--- config.mk ---
export PLATFORM = sky130hd
export DESIGN_NAME = id_ex_stage
export DESIGN_NICKNAME = d
export VERILOG_FILES = /design/src/rtl/mips_pkg.sv /design/src/rtl/operand_bypass.sv /design/src/rtl/id_ex_stage.sv
export SDC_FILE = /design/constraint.sdc
export NUM_CORES = 1
export LEC_CHECK = 0
export CAP_MARGIN = 5
export CELL_PAD_IN_SITES_DETAIL_PLACEMENT = 1
export CELL_PAD_IN_SITES_GLOBAL_PLACEMENT = 2
export CORE_MARGIN = 1
export CORE_UTILIZATION = 24
export CTS_BUF_LIST = sky130_fd_sc_hd__clkbuf_8
export DETAILED_ROUTE_END_ITERATION = 8
export PLACE_DENSITY_LB_ADDON = 0.1
export SETUP_SLACK_MARGIN = 0.2
export SLEW_MARGIN = 20
export SYNTH_ARGS = -nofsm -noshare
export SYNTH_HDL_FRONTEND = slang
export SYNTH_SLANG_ARGS = --single-unit
--- constraint.sdc ---
create_clock -name clk -period 2.8 [get_ports clk]
set_input_delay 0.56 -clock clk [delete_from_list [all_inputs] [get_ports clk]]
set_output_delay 0.56 -clock clk [all_outputs]
set_load 0.02 [all_outputs]
--- src/rtl/mips_pkg.sv ---
// Shared widths, types and the ID/EX payload struct for the decode/execute boundary.
package mips_pkg;

   localparam int DATA_W         = 32;
   localparam int ADDR_W         = 5;
   localparam int CTRL_W         = 8;
   localparam int CTRL_MEMRD_BIT = 0;

   typedef logic [ADDR_W-1:0] reg_addr_t;
   typedef logic [DATA_W-1:0] word_t;

   typedef struct packed {
      reg_addr_t           rs_addr;
      reg_addr_t           rt_addr;
      reg_addr_t           rd_addr;
      word_t               rs_val;
      word_t               rt_val;
      word_t               imm;
      logic [CTRL_W-1:0]   ctrl;
   } id_ex_t;

endpackage

--- src/rtl/operand_bypass.sv ---
// Picks one operand from register data or the in-flight writeback by address match.
// With ID_EX_ZERO_REG_EN defined, address 0 never matches and always reads as zero.
module operand_bypass
   import mips_pkg::*;
(
   input  reg_addr_t addr,
   input  word_t     reg_data,
   input  logic      wb_we,
   input  reg_addr_t wb_addr,
   input  word_t     wb_data,
   output word_t     val
);

`ifdef ID_EX_ZERO_REG_EN
   always_comb begin
      val = reg_data;
      if (addr == '0)
         val = '0;
      else if (wb_we && (wb_addr == addr))
         val = wb_data;
   end
`else
   always_comb begin
      val = reg_data;
      if (wb_we && (wb_addr == addr))
         val = wb_data;
   end
`endif

endmodule

--- src/rtl/id_ex_stage.sv ---
// ID/EX pipeline register with writeback bypass, load-use stall, back-pressure and flush.
// Optional macro ID_EX_ZERO_REG_EN makes register 0 hard-wired to zero.
module id_ex_stage
   import mips_pkg::*;
(
   input  logic              clk,
   input  logic              rst,
   input  logic              id_valid,
   output logic              id_ready,
   input  reg_addr_t         id_rs_addr,
   input  reg_addr_t         id_rt_addr,
   input  reg_addr_t         id_rd_addr,
   input  word_t             id_rs_data,
   input  word_t             id_rt_data,
   input  word_t             id_imm,
   input  logic [CTRL_W-1:0] id_ctrl,
   input  logic              wb_we,
   input  reg_addr_t         wb_addr,
   input  word_t             wb_data,
   input  logic              flush,
   output logic              ex_valid,
   input  logic              ex_ready,
   output word_t             ex_rs_val,
   output word_t             ex_rt_val,
   output reg_addr_t         ex_rs_addr,
   output reg_addr_t         ex_rt_addr,
   output reg_addr_t         ex_rd_addr,
   output word_t             ex_imm,
   output logic [CTRL_W-1:0] ex_ctrl
);

   id_ex_t ex_q;
   logic   valid_q;
   word_t  cap_rs, cap_rt, hold_rs, hold_rt;
   logic   rd_match, hazard, accept, leave;

   operand_bypass u_cap_rs (.addr(id_rs_addr), .reg_data(id_rs_data), .wb_we(wb_we),
                            .wb_addr(wb_addr), .wb_data(wb_data), .val(cap_rs));
   operand_bypass u_cap_rt (.addr(id_rt_addr), .reg_data(id_rt_data), .wb_we(wb_we),
                            .wb_addr(wb_addr), .wb_data(wb_data), .val(cap_rt));
   operand_bypass u_hold_rs (.addr(ex_q.rs_addr), .reg_data(ex_q.rs_val), .wb_we(wb_we),
                             .wb_addr(wb_addr), .wb_data(wb_data), .val(hold_rs));
   operand_bypass u_hold_rt (.addr(ex_q.rt_addr), .reg_data(ex_q.rt_val), .wb_we(wb_we),
                             .wb_addr(wb_addr), .wb_data(wb_data), .val(hold_rt));

   always_comb begin
      rd_match = (ex_q.rd_addr == id_rs_addr) || (ex_q.rd_addr == id_rt_addr);
`ifdef ID_EX_ZERO_REG_EN
      if (ex_q.rd_addr == '0)
         rd_match = 1'b0;
`endif
      hazard   = valid_q && ex_q.ctrl[CTRL_MEMRD_BIT] && id_valid && rd_match;
      id_ready = !rst && !flush && !hazard && (!valid_q || ex_ready);
      accept   = id_valid && id_ready;
      leave    = valid_q && ex_ready;
   end

   // Priority: reset, flush, new capture, drain to bubble, refresh of a stalled entry.
   always_ff @(posedge clk) begin
      if (rst) begin
         valid_q <= 1'b0;
         ex_q    <= '0;
      end else if (flush) begin
         valid_q <= 1'b0;
      end else if (accept) begin
         valid_q      <= 1'b1;
         ex_q.rs_addr <= id_rs_addr;
         ex_q.rt_addr <= id_rt_addr;
         ex_q.rd_addr <= id_rd_addr;
         ex_q.rs_val  <= cap_rs;
         ex_q.rt_val  <= cap_rt;
         ex_q.imm     <= id_imm;
         ex_q.ctrl    <= id_ctrl;
      end else if (leave) begin
         valid_q <= 1'b0;
      end else if (valid_q) begin
         ex_q.rs_val <= hold_rs;
         ex_q.rt_val <= hold_rt;
      end
   end

   always_comb begin
      ex_valid   = valid_q;
      ex_rs_val  = ex_q.rs_val;
      ex_rt_val  = ex_q.rt_val;
      ex_rs_addr = ex_q.rs_addr;
      ex_rt_addr = ex_q.rt_addr;
      ex_rd_addr = ex_q.rd_addr;
      ex_imm     = ex_q.imm;
      ex_ctrl    = ex_q.ctrl;
   end

endmodule
======== Yosys cells after proc, flatten, opt, wreduce, memory -nomap -nowiden ========
Index checks and enable logic that the tools add are counted.
word-level totals
  register bits ........................... 120
  word-level logic and storage cells ...... 51
  input port bits ......................... 162
operators by class
  muxes and demuxes ....................... 9
  reductions and logical operators ........ 26
  bitwise operators ....................... 1
  equality and inequality tests ........... 7
operators with widths
  operator                                       number
  two-way mux 64 bit                             3
  two-way mux 32 bit                             4
  equality test 5 bit                            6
  logical AND 1 bit                              12
  AND reduction 4 bit                            2
  nonzero test 2 bit                             4
  logical NOT 1 bit                              4
  logical OR 1 bit                               2
  two-way mux 1 bit                              2
  inequality test 2 bit (second input constant)  1
  AND reduction 2 bit                            1
  OR reduction 2 bit                             1
  NOT 1 bit                                      1

======== Longest topological paths before layout ========
Gate-level depths: netlist (run 1).
  word-level depth ........................ 9
  mapped depth ............................ 8

======== Hierarchy ========
Synthesis (run 1) repeated with hierarchy kept, for this count alone.
second synthesis, totals
  cells, all modules ...................... 738
  area, all modules ....................... 7713.6 um^2
modules (own cells, without submodules)
  module          area an instance (um^2)  cells each  sequential area each (um^2)  times used
  id_ex_stage     5311.3                   566         2402.3                       1
  operand_bypass  600.6                    43          0.0                          4

======== Worst setup path before layout (run 1) ========
OpenSTA, ideal clock, no wires.
  path type ............................... input to register
  start point ............................. input port wb_addr[0]
  end point ............................... register ex_q (netlist bit ex_rt_val[0])
  required time ........................... 2.742 ns
  setup slack ............................. 0.884 ns
  setup time .............................. 0.058 ns
  buffers on the path ..................... 3
  data arrival time ....................... 1.858 ns
  stages on the path ...................... 8
  path through ............................ buf_2 -> xnor2_2 -> nand2_1 -> or4_1 -> clkbuf_2 -> buf_6 -> nand3_1 -> o211a_1
on the way
  word-level cells in the longest chain between the ends .. 4
  elaborated cells between the ends (all ways) .. 8
  those cells by class .................... eq/ne: 2; mux: 2; reduce/logical: 4
ends and longest elaborated chain
  item                                                                        RTL line              RTL
  start, declared                                                             id_ex_stage.sv:18     input reg_addr_t wb_addr,
  equality test 5 bit                                                         operand_bypass.sv:25  if (wb_we && (wb_addr == addr))
  logical AND 1 bit                                                           operand_bypass.sv:25
  nonzero test 2 bit (no source line) or two-way mux 32 bit (tied branches)   n/a
  AND reduction 4 bit (no source line) or two-way mux 64 bit (tied branches)  n/a
  end, declared                                                               id_ex_stage.sv:32     id_ex_t ex_q;
Several ways; a longest one is shown, not always the timed one.
A chain may end at the register's enable or synchronous reset.

======== Worst setup path in the final report (run 1) ========
  start point ............................. input port id_rs_addr[2]
  end point ............................... register ex_q (netlist bit ex_rs_val[1])
on the way
  word-level cells in the longest chain between the ends .. 9
  elaborated cells between the ends (all ways) .. 15
  those cells by class .................... eq/ne: 3; mux: 2; reduce/logical: 10
ends and longest elaborated chain
  item                                                                          RTL line           RTL
  start, declared                                                               id_ex_stage.sv:10  input reg_addr_t id_rs_addr,
  equality test 5 bit                                                           id_ex_stage.sv:47  rd_match = (ex_q.rd_addr == id_rs_addr) || (ex_q.rd_addr == id_rt_addr);
  logical OR 1 bit                                                              id_ex_stage.sv:47
  logical AND 1 bit                                                             id_ex_stage.sv:52  hazard = valid_q && ex_q.ctrl[CTRL_MEMRD_BIT] && id_valid && rd_match;
  logical NOT 1 bit                                                             id_ex_stage.sv:53  id_ready = !rst && !flush && !hazard && (!valid_q || ex_ready);
  logical AND 1 bit (2 in a row)                                                id_ex_stage.sv:53
  logical AND 1 bit                                                             id_ex_stage.sv:54  accept = id_valid && id_ready;
  inequality test 2 bit (no source line) or nonzero test 2 bit (tied branches)  n/a
  AND reduction 4 bit (no source line)                                          n/a
Several ways; a longest one is shown, not always the timed one.

==> results.yml, run 1 <==
worst_hold_path:
  hold_class: "input pin to flop"
  min_path_cells: 3
drt:
  wirelength_um: 22200
  dr_total_vias: 5658
  dr.pass1.iters: 4
  antenna_left: 0
  avgViaCountPerCell: 4.74
  routedWlPerCell_um: 18.6
  drt_iter0_drc: 194
  drc: 0
global_routing:
  grt_pass1_wl_um: 34500
  grt_use_met2: 0.329
  grt_pass1_vias: 6148
  grt.busiest_layer: "met2"
  grt_max_degree: 122
  gr-total-overflow: 0
  grtUsageTotal: 0.189
  antenna_found_initial: 0
  grt_use_met3: 0.0644
  grt_use_met1: 0.217
placement:
  hpwl_um: 15300
  gp_congestion: 0.771
  portBuffers: 282
  dp.cells: 1160
  placed_area_um2: 8670
sta:
  final_max_slew_viol_count: 0
  whs_ps: 436
  worst_pin_slew_ps: 634
  skew_ps: 14.8
  max_freq_mhz: 404
  hold_viol: 0
  max_slew_margin: 0.578
  period_needed_ps: 2470
  fin_crit_sh: 0.883
  rsz0062_at_grt: "false"
  finalSetupViolations: 0
floorplan:
  initial_core_util: 0.244
  core_area_um2: 22600
  pin_count: 283
  die-area_um2: 23500
  die_h_um: 153
  row_count: 55
  die_w_um: 153
yosys:
  yosys_warnings: 0
  synth_area_um2: 5510
  synthArstFlopShare: 0
  avgSynthCellArea_um2: 8.85
  yosysUniqueCellTypes: 30
  ys_seq_area_frac: 0.436
  syn_inst: 622
  ys.flop_type: "dfxtp_1"
  syn_nets: 784
  synth-edff-count: 0
  synth-seq-cells: 120
clock_tree:
  cts_buffers: 17
  cts_tree: "built"
  htreeDepth: 4
  cts_hold_buf: 0
  cts_buffer_depth: 2
  clkSinkCount: 120
  cts.clk_slew.worst_paths_ps: 80
  ctsRootBufferMaster: "clkbuf_8"
  clk_latency_ps: 440
setup_path:
  r2r_cells: 7
  worstPathRequired_ps: 3120
  critPathKind: "input pin to flop"
  critPathCaptureType: "flop"
  start_kind: "input pin"
  arrival_ps: 2790
  path_max_fanout: 32
cells_and_area:
  layout.nets: 1057
  design_area_um2: 9080
  diodes: 0
  area_growth_pct: 64.9
  fin_cells: 1193
  drive_gt1_frac: 0.0782
power:
  switching_share: 0.286
  p_int_uw: 3100
  combPwrFrac: 0.198
  p_sw_uw: 1240
  pwr-share-seq: 0.426
  p_clk_frac: 0.376
  p_total_uw: 4330
  power_density_nw_per_um2: 477
  leakage_uw: 0.00343
  ir_drop_uv: 243
status:
  status: "finished, final reports clean"
flow_run:
  cap_violations: 0
cells in the final DEF, fill, tap and decap left out, drive strengths merged, types with 2 or more instances in the layout:
| cell | count |
|---|---|
| clkdlybuf4s50 | 280 |
| dfxtp | 120 |
| nand2 | 114 |
| or3 | 64 |
| a21oi | 58 |
| nand3 | 34 |
| nand2b | 33 |
| o221a | 33 |
| o211a | 32 |
| nor2b | 32 |
| buf | 28 |
| xnor2 | 20 |
| clkbuf | 18 |
| xor2 | 10 |
| clkinv | 6 |
| inv | 5 |
| nand4 | 3 |
| and3 | 3 |
| nor4 | 2 |
| nor3 | 2 |
| clkinvlp | 2 |
| bufinv | 2 |
power groups by stage:
stage,combinational (µW),sequential [µW],clock (µW)
CTS,870,1850,1700
finish,858,1850,1630
detailed placement,865,1890,0
global route,917,1860,1790
floorplan,243,1990,0
global placement,854,1880,0
critical path, cell delays in order:
cell	delay, ps
clkdlybuf4s50_1	500
xnor2_1	140
nand4_1	180
buf_4	180
buf_4	130
o221a_2	360
o21ba_4	390
o221a_2	310
logic make-up (layout without fill, tap and decap cells):
| family | Yosys count | count (layout) | synth area share |
|---|---|---|---|
| and+or+nand+nor | 290 | 290 | 0.270 |
| AOI/OAI and AO/OA | 127 | 127 | 0.188 |
| DFF | 120 | 120 | 0.436 |
| buffers and inverters | 55 | 341 | 0.0561 |
| xor gates and xnor gates | 30 | 30 | 0.0491 |
layer usage:
metal  vias to the layer above  wire length, µm
met5                         -                0
met4                         0              442
met3                        28             1550
met2                       183            10800
met1                      2724             9370
li1                       2723                -
state kept, by name, indices dropped and copies added, names as in the netlist:
signal,count
ex_rs_val,32
ex_rt_addr,5
ex_rd_addr,5
ex_rs_addr,5
ex_imm,32
ex_ctrl,8
ex_valid,1
ex_rt_val,32
cell usage after synthesis, types with 2 or more instances:
| master | n | share of area |
|---|---|---|
| o221a_2 | 3 | 0.0061 |
| nand2_1 | 114 | 0.078 |
| nand4_1 | 3 | 0.0034 |
| xnor2_1 | 19 | 0.030 |
| nand3_1 | 34 | 0.031 |
| and3_1 | 3 | 0.0034 |
| nor4_1 | 2 | 0.0023 |
| nor3_1 | 2 | 0.0018 |
| nand2b_1 | 33 | 0.038 |
| xor2_1 | 10 | 0.016 |
| buf_4 | 11 | 0.015 |
| nor2b_1 | 32 | 0.036 |
| clkbuf_1 | 25 | 0.017 |
| o211a_1 | 32 | 0.058 |
| o221a_1 | 30 | 0.061 |
| buf_2 | 12 | 0.011 |
| dfxtp_1 | 120 | 0.44 |
| a21oi_1 | 56 | 0.051 |
| a21oi_2 | 2 | 0.0032 |
| or3_1 | 64 | 0.073 |
| buf_6 | 6 | 0.012 |
through the flow:
step            util  setup slack (ps)  TNS (ps)
2_1_floorplan      -               884         0
4_1_cts        0.402               219         0
3_3_place_gp   0.384             -46.3     -46.3
3_5_place_dp   0.384             -56.2     -56.2
5_1_grt        0.402               294         0
6_report       0.402               327         0
layout make-up:
cell class	count	area, µm²
Clock buffer	17	234
Clock inverter	15	166
Fill cell	2563	13500
Multi-Input combinational cell	447	2830
Sequential cell	120	2400
Tap cell	285	357
Timing Repair Buffer	309	3090
repair_timing:
action                                  in CTS  in global routing
setup buffers                                1                  0
gates resized for setup                      3                  1
pin swaps                                    1                  0
endpoints found under the setup margin       1                  1
path summary, 6_finish.rpt:
| path | startpoint | end | slack [ps] |
|---|---|---|---|
| min reg2reg | ex_imm[7] | ex_imm[7] | 460 |
| min | rst | ex_valid | 440 |
| max | id_rs_addr[2] | ex_rs_val[1] | 330 |
| max reg2reg | ex_rd_addr[0] | ex_rs_val[1] | 500 |
Power figures use the tool's default switching activity.
==> run 2, diff against run 1 <==
- CORE_MARGIN: 1 -> 2
- SKIP_LAST_GASP: default -> 1
==> run 2 against run 1 <==
Net effect:
- routed wire length increased by 8.3%
- first-iteration DRC count increased by 5.7%
- worst setup slack got worse by 60 ps
- critical path type unchanged
- largest power group unchanged
- critical endpoint is now ex_rs_val[25]
- clock power increased by 7%
==> results.yml, run 2 (same netlist as run 1, synthesis figures left out) <==
setup_path:
  crit_family: "buffers and inverters"
  crit_slowest_cell: "clkdlybuf4s50_1"
  critPathKind: "input pin to flop"
  critPathCaptureType: "flop"
  r2r_cells: 11
  cp_common_cell: "buf_4"
  worst-path-buf-inv: 7
  start_kind: "input pin"
  path_cells: "clkdlybuf4s50_1 > xnor2_1 > nand4_1 > buf_4 > buf_4 > buf_4 > buf_4 > o221ai_4 > buf_12 > buf_12 > or3_1 > o221a_1"
  critical_path_cell_count: 12
  crit_path_max_incr_delay_ps: 510
  path_max_fanout: 43
  worstPathRequired_ps: 3200
  arrival_ps: 2930
drt:
  wirelength_um: 24000
  dr.pass1.iters: 4
  routedWlPerCell_um: 19.9
  drc: 0
  antenna_left: 0
  drt_iter0_drc: 205
  avgViaCountPerCell: 4.79
  dr_total_vias: 5770
cells_and_area:
  design_area_um2: 9250
  drive_gt1_frac: 0.0882
  multiInputGateArea_um2: 2840
  fillerInstances: 2564
  mostFrequentLayoutCell: "clkdlybuf4s50_1"
  seq_area_um2: 2400
  final_cell_mix: "280 x clkdlybuf4s50_1, 120 x dfxtp_1, 114 x nand2_1"
  area_growth_pct: 68.0
  layout.nets: 1067
  fin_util: 0.410
placement:
  pre_cts_ws_ps: -255
  placed_area_um2: 8680
  gp_congestion: 0.800
  portBuffers: 282
  hpwl_um: 15600
worst_hold_path:
  hold_class: "input pin to flop"
  min_path_cells: 3
sta:
  fin_crit_sh: 0.905
  max_freq_mhz: 395
  final_max_slew_viol_count: 0
  timing.final.ws_setup_ps: 267
  rsz0062_at_grt: "false"
  worst_pin_slew_ps: 663
  max_slew_margin: 0.557
  period_needed_ps: 2530
  finalSetupViolations: 0
  skew_ps: 17.3
  hold_viol: 0
floorplan:
  die_h_um: 155
  die-area_um2: 24200
  core_area_um2: 22600
  pin_count: 283
  die_w_um: 155
  initial_core_util: 0.244
  row_count: 55
clock_tree:
  htreeDepth: 4
  ctsRootBufferMaster: "clkbuf_8"
  cts.clk_slew.worst_paths_ps: 80
  clkSinkCount: 120
  cts_hold_buf: 0
  cts_buffer_depth: 2
  cts_tree: "built"
  clk_latency_ps: 460
  cts_buffers: 17
global_routing:
  gr-total-overflow: 0
  grt_pass1_wl_um: 35100
  antenna_found_initial: 2
  grt_pass1_vias: 6177
  grtUsageTotal: 0.187
  grt_max_degree: 122
power:
  power_density_nw_per_um2: 484
  ir_drop_uv: 262
  leakage_uw: 0.00350
status:
  status: "finished, final reports clean"
flow_run:
  cap_violations: 0
-- run 2: cell count changes in the layout (fill, tap and decap cells not counted) --
cell,before,now
buf_4,22,26
diode_2,0,2
buf_12,6,7
clkbuf_16,0,2
clkinv_2,2,1
bufinv_16,2,3
buf_6,0,2
a21oi_4,2,3
-- run 2: what timing repair did --
action,CTS,global route
setup endpoints to repair,1,69
pin swaps,3,3
resized for setup,3,7
gates cloned,0,4
setup buffers,3,2
-- run 2: routing by layer --
layer	vias to the layer above	global-route usage	wire, µm
met5	-	0	0
met4	0	0.0590	344
met3	23	0.0568	1500
met2	189	0.329	12000
met1	2802	0.218	10200
li1	2756	-	-
-- run 2: area by class of cell --
| class | instances | area share |
|---|---|---|
| diodes | 2 | 0.000541 |
| clock buffers | 17 | 0.0253 |
| clock inverters | 15 | 0.0207 |
| multi-input cells | 448 | 0.307 |
| flip-flops and latches | 120 | 0.260 |
| well taps | 285 | 0.0386 |
| repair buffers | 318 | 0.348 |
-- run 2: worst paths after layout --
kind | startpoint | to | slack, ps
worst min register to register | ex_imm[19] | ex_imm[19] | 460
worst max register to register | ex_rd_addr[4] | ex_rs_val[25] | 430
worst min-delay path | rst | ex_valid | 430
worst max-delay path | id_rs_addr[3] | ex_rs_val[25] | 270
-- run 2: power breakdown --
part	total (µW)	internal (µW)	switching, µW	leakage [µW]
combinational	886	504	382	0.00231
clock	1740	900	836	0.000209
sequential	1850	1800	54.6	0.000982
-- run 2: tightest hold or removal path: stages --
cell and delay, ps:
buf_4 100, nor2_1 50, a21boi_0 110
-- run 2: per-stage QoR --
step	total power (µW)	std cells	hold slack, ps	TNS (ps)
4_1_cts	4530	1197	408	0
3_3_place_gp	2750	1162	443	-6090
2_1_floorplan	2240	622	533	0
5_1_grt	4680	1205	408	0
3_5_place_dp	2760	1162	446	-7760
6_report	4470	1205	432	0
==> run 3, diff against run 2 <==
- CORE_UTILIZATION: 24 -> 30
- SYNTH_HIERARCHICAL: default -> 1
- clock period: 2.8 -> 3 ns (I/O delays scaled with it)
==> run 3 against run 2 <==
Net effect:
- count of clock-buffer cells in the layout stayed put
- clock skew is 1.3 ps lower
- synthesized area is 40% higher
- core utilization is 3.8 points higher
- sequential share of layout area is 4.7 points lower
- total power is 3.1% lower
- sequential power is 7% lower
- critical path depth is 4 lower
- first-iteration DRC count is 46% higher
- highest routed layer unchanged
==> results.yml, run 3 <==
sta:
  skew_ps: 16.0
  max_freq_mhz: 384
  final_max_slew_viol_count: 0
  worst_pin_slew_ps: 800
  rsz0062_at_grt: "false"
  period_needed_ps: 2610
  fin_crit_sh: 0.869
  timing.final.ws_setup_ps: 393
  tns_ps: 0
  finalSetupViolations: 0
  max_slew_margin: 0.467
  hold_viol: 0
status:
  status: "finished, final reports clean"
clock_tree:
  cts_buffers: 17
  clk_latency_ps: 450
  clkSinkCount: 120
  htreeDepth: 4
  cts.clk_slew.worst_paths_ps: 90
  ctsRootBufferMaster: "clkbuf_8"
  cts_tree: "built"
  cts_buffer_depth: 2
yosys:
  yosysUniqueCellTypes: 33
  avgSynthCellArea_um2: 10.5
  synthTopCellsByCount: "120 x dfxtp_1, 120 x mux2_4, 64 x mux2i_1, 64 x nor3_1, 57 x nand3_1"
  yosys.area.top_type: "dfxtp_1"
  syn_nets: 900
  ys_seq_area_frac: 0.311
  synth-seq-cells: 120
  syn_inst: 738
  yosys-top-cells-area: "dfxtp_1 31%, mux2_4 23%, mux2i_1 8.3%"
  synth_top_area_frac: 0.311
  synthArstFlopShare: 0
  synth_area_um2: 7710
  yosys_warnings: 6
  ys.flop_type: "dfxtp_1"
  synth-edff-count: 0
setup_path:
  worstPathRequired_ps: 3290
  timing.rr.start: "ex_rt_addr[1]"
  path_max_fanout: 13
  critPathKind: "input pin to flop"
  r2r_end: "ex_rt_val[15]"
  rrSetupSlack_ps: 770
  critPathCaptureType: "flop"
  arrival_ps: 2890
  r2r_cells: 7
  start_kind: "input pin"
global_routing:
  grt_max_degree: 120
  grt_pass1_wl_um: 41800
  antenna_found_initial: 3
  gr-total-overflow: 0
  grtUsageTotal: 0.200
  grt_pass1_vias: 7210
drt:
  avgViaCountPerCell: 5.05
  wirelength_um: 27100
  drc: 0
  antenna_left: 0
  dr.pass1.iters: 4
  routedWlPerCell_um: 20.2
  drt_iter0_drc: 300
  dr_total_vias: 6766
floorplan:
  die_h_um: 164
  core_area_um2: 25200
  die_w_um: 164
  pin_count: 283
  initial_core_util: 0.306
  die-area_um2: 27000
  row_count: 58
power:
  leakage_uw: 0.00384
  ir_drop_uv: 215
  power_density_nw_per_um2: 385
placement:
  gp_congestion: 0.747
  hpwl_um: 18400
  pre_cts_ws_ps: -49.6
  portBuffers: 282
cells_and_area:
  layout.nets: 1158
  final_cell_mix: "279 x clkdlybuf4s50_1, 120 x dfxtp_1, 120 x mux2_4"
  drive_gt1_frac: 0.221
  fin_util: 0.448
  mostFrequentLayoutCell: "clkdlybuf4s50_1"
  area_growth_pct: 46.2
worst_hold_path:
  worstHoldStart: "ex_ctrl[1]"
  hold_class: "flop to flop"
  min_to: "ex_ctrl[1]"
  min_path_cells: 2
flow_run:
  cap_violations: 0
-- run 3: changes by cell type in the layout (fill, tap and decap cells not counted), moves of 55 or more --
cell,before,now
mux2_4,0,120
nand2_1,114,0
mux2i_1,0,64
or3_1,64,0
nor3_1,2,64
o21ai_0,0,55
-- run 3: what timing repair did --
| item | CTS | global route |
|---|---|---|
| gates resized for setup | 1 | 5 |
| hold buffers | 0 | 0 |
| buffers inserted | 0 | 0 |
| pin swaps | 0 | 0 |
| endpoints found under the setup margin | 1 | 1 |
-- run 3: through the flow --
step	hold slack, ps	instance area [µm²]	total power (µW)	cells
5_1_grt	467	11300	4550	1339
4_1_cts	458	11300	4420	1339
3_3_place_gp	461	10800	2770	1307
2_1_floorplan	554	7710	2270	738
6_report	479	11300	4340	1341
3_5_place_dp	469	10800	2780	1307
-- run 3: per-layer routing --
layer	vias to the layer above	wire, µm	track usage
met5	-	0	0
met4	0	198	0.0379
met3	12	2050	0.0677
met2	186	12600	0.327
met1	3302	12300	0.256
li1	3266	-	-
-- run 3: cell type report --
class                   instances  area [µm²]
fillers                      2761       13900
multi-input cells             538        4680
diodes                          2        5.00
repair buffers                318        3350
clock buffers                  17         234
clock inverters                15         181
inverters                       1        3.75
well taps                     330         413
flip-flops and latches        120        2400
-- run 3: kinds of logic (layout without fill, tap and decap cells) --
kind of cell,count (synthesis),count (layout),share of synthesized area
DFF,120,120,0.311
other,0,2,0
and+or+nand+nor,137,137,0.0915
buffers and inverters,80,351,0.0865
xor gates and xnor gates,30,30,0.0341
muxes,192,192,0.328
AOI/OAI and AO/OA,179,179,0.148
-- run 3: power breakdown --
group / leakage (µW) / switching (µW) / internal, µW / total [µW]
clock: 0.000206 / 828 / 776 / 1600
combinational: 0.00266 / 449 / 567 / 1020
sequential: 0.000979 / 52.4 / 1660 / 1720
total: 0.00384 / 1330 / 3010 / 4340
-- run 3: critical path: stages --
cell             delay, ps
clkdlybuf4s50_1        520
xor2_1                 190
nor4_1                 420
and3_2                 370
buf_12                 190
mux2_4                 310
nor3_1                 210
a211oi_1                80
-- run 3: worst max-delay path by stage --
stage | start | to | slack [ps] | depth (start not counted)
final | wb_addr[1] | ex_rs_val[17] | 390 | 8
after global routing | wb_addr[1] | ex_rt_val[31] | 250 | 8
after CTS | id_rs_addr[4] | id_ready | 250 | 7
after detailed placement | wb_addr[1] | ex_rs_val[2] | -50 | 8
after global placement | wb_addr[1] | ex_rs_val[3] | -30 | 8
after floorplan | ex_ready | id_ready | 810 | 5
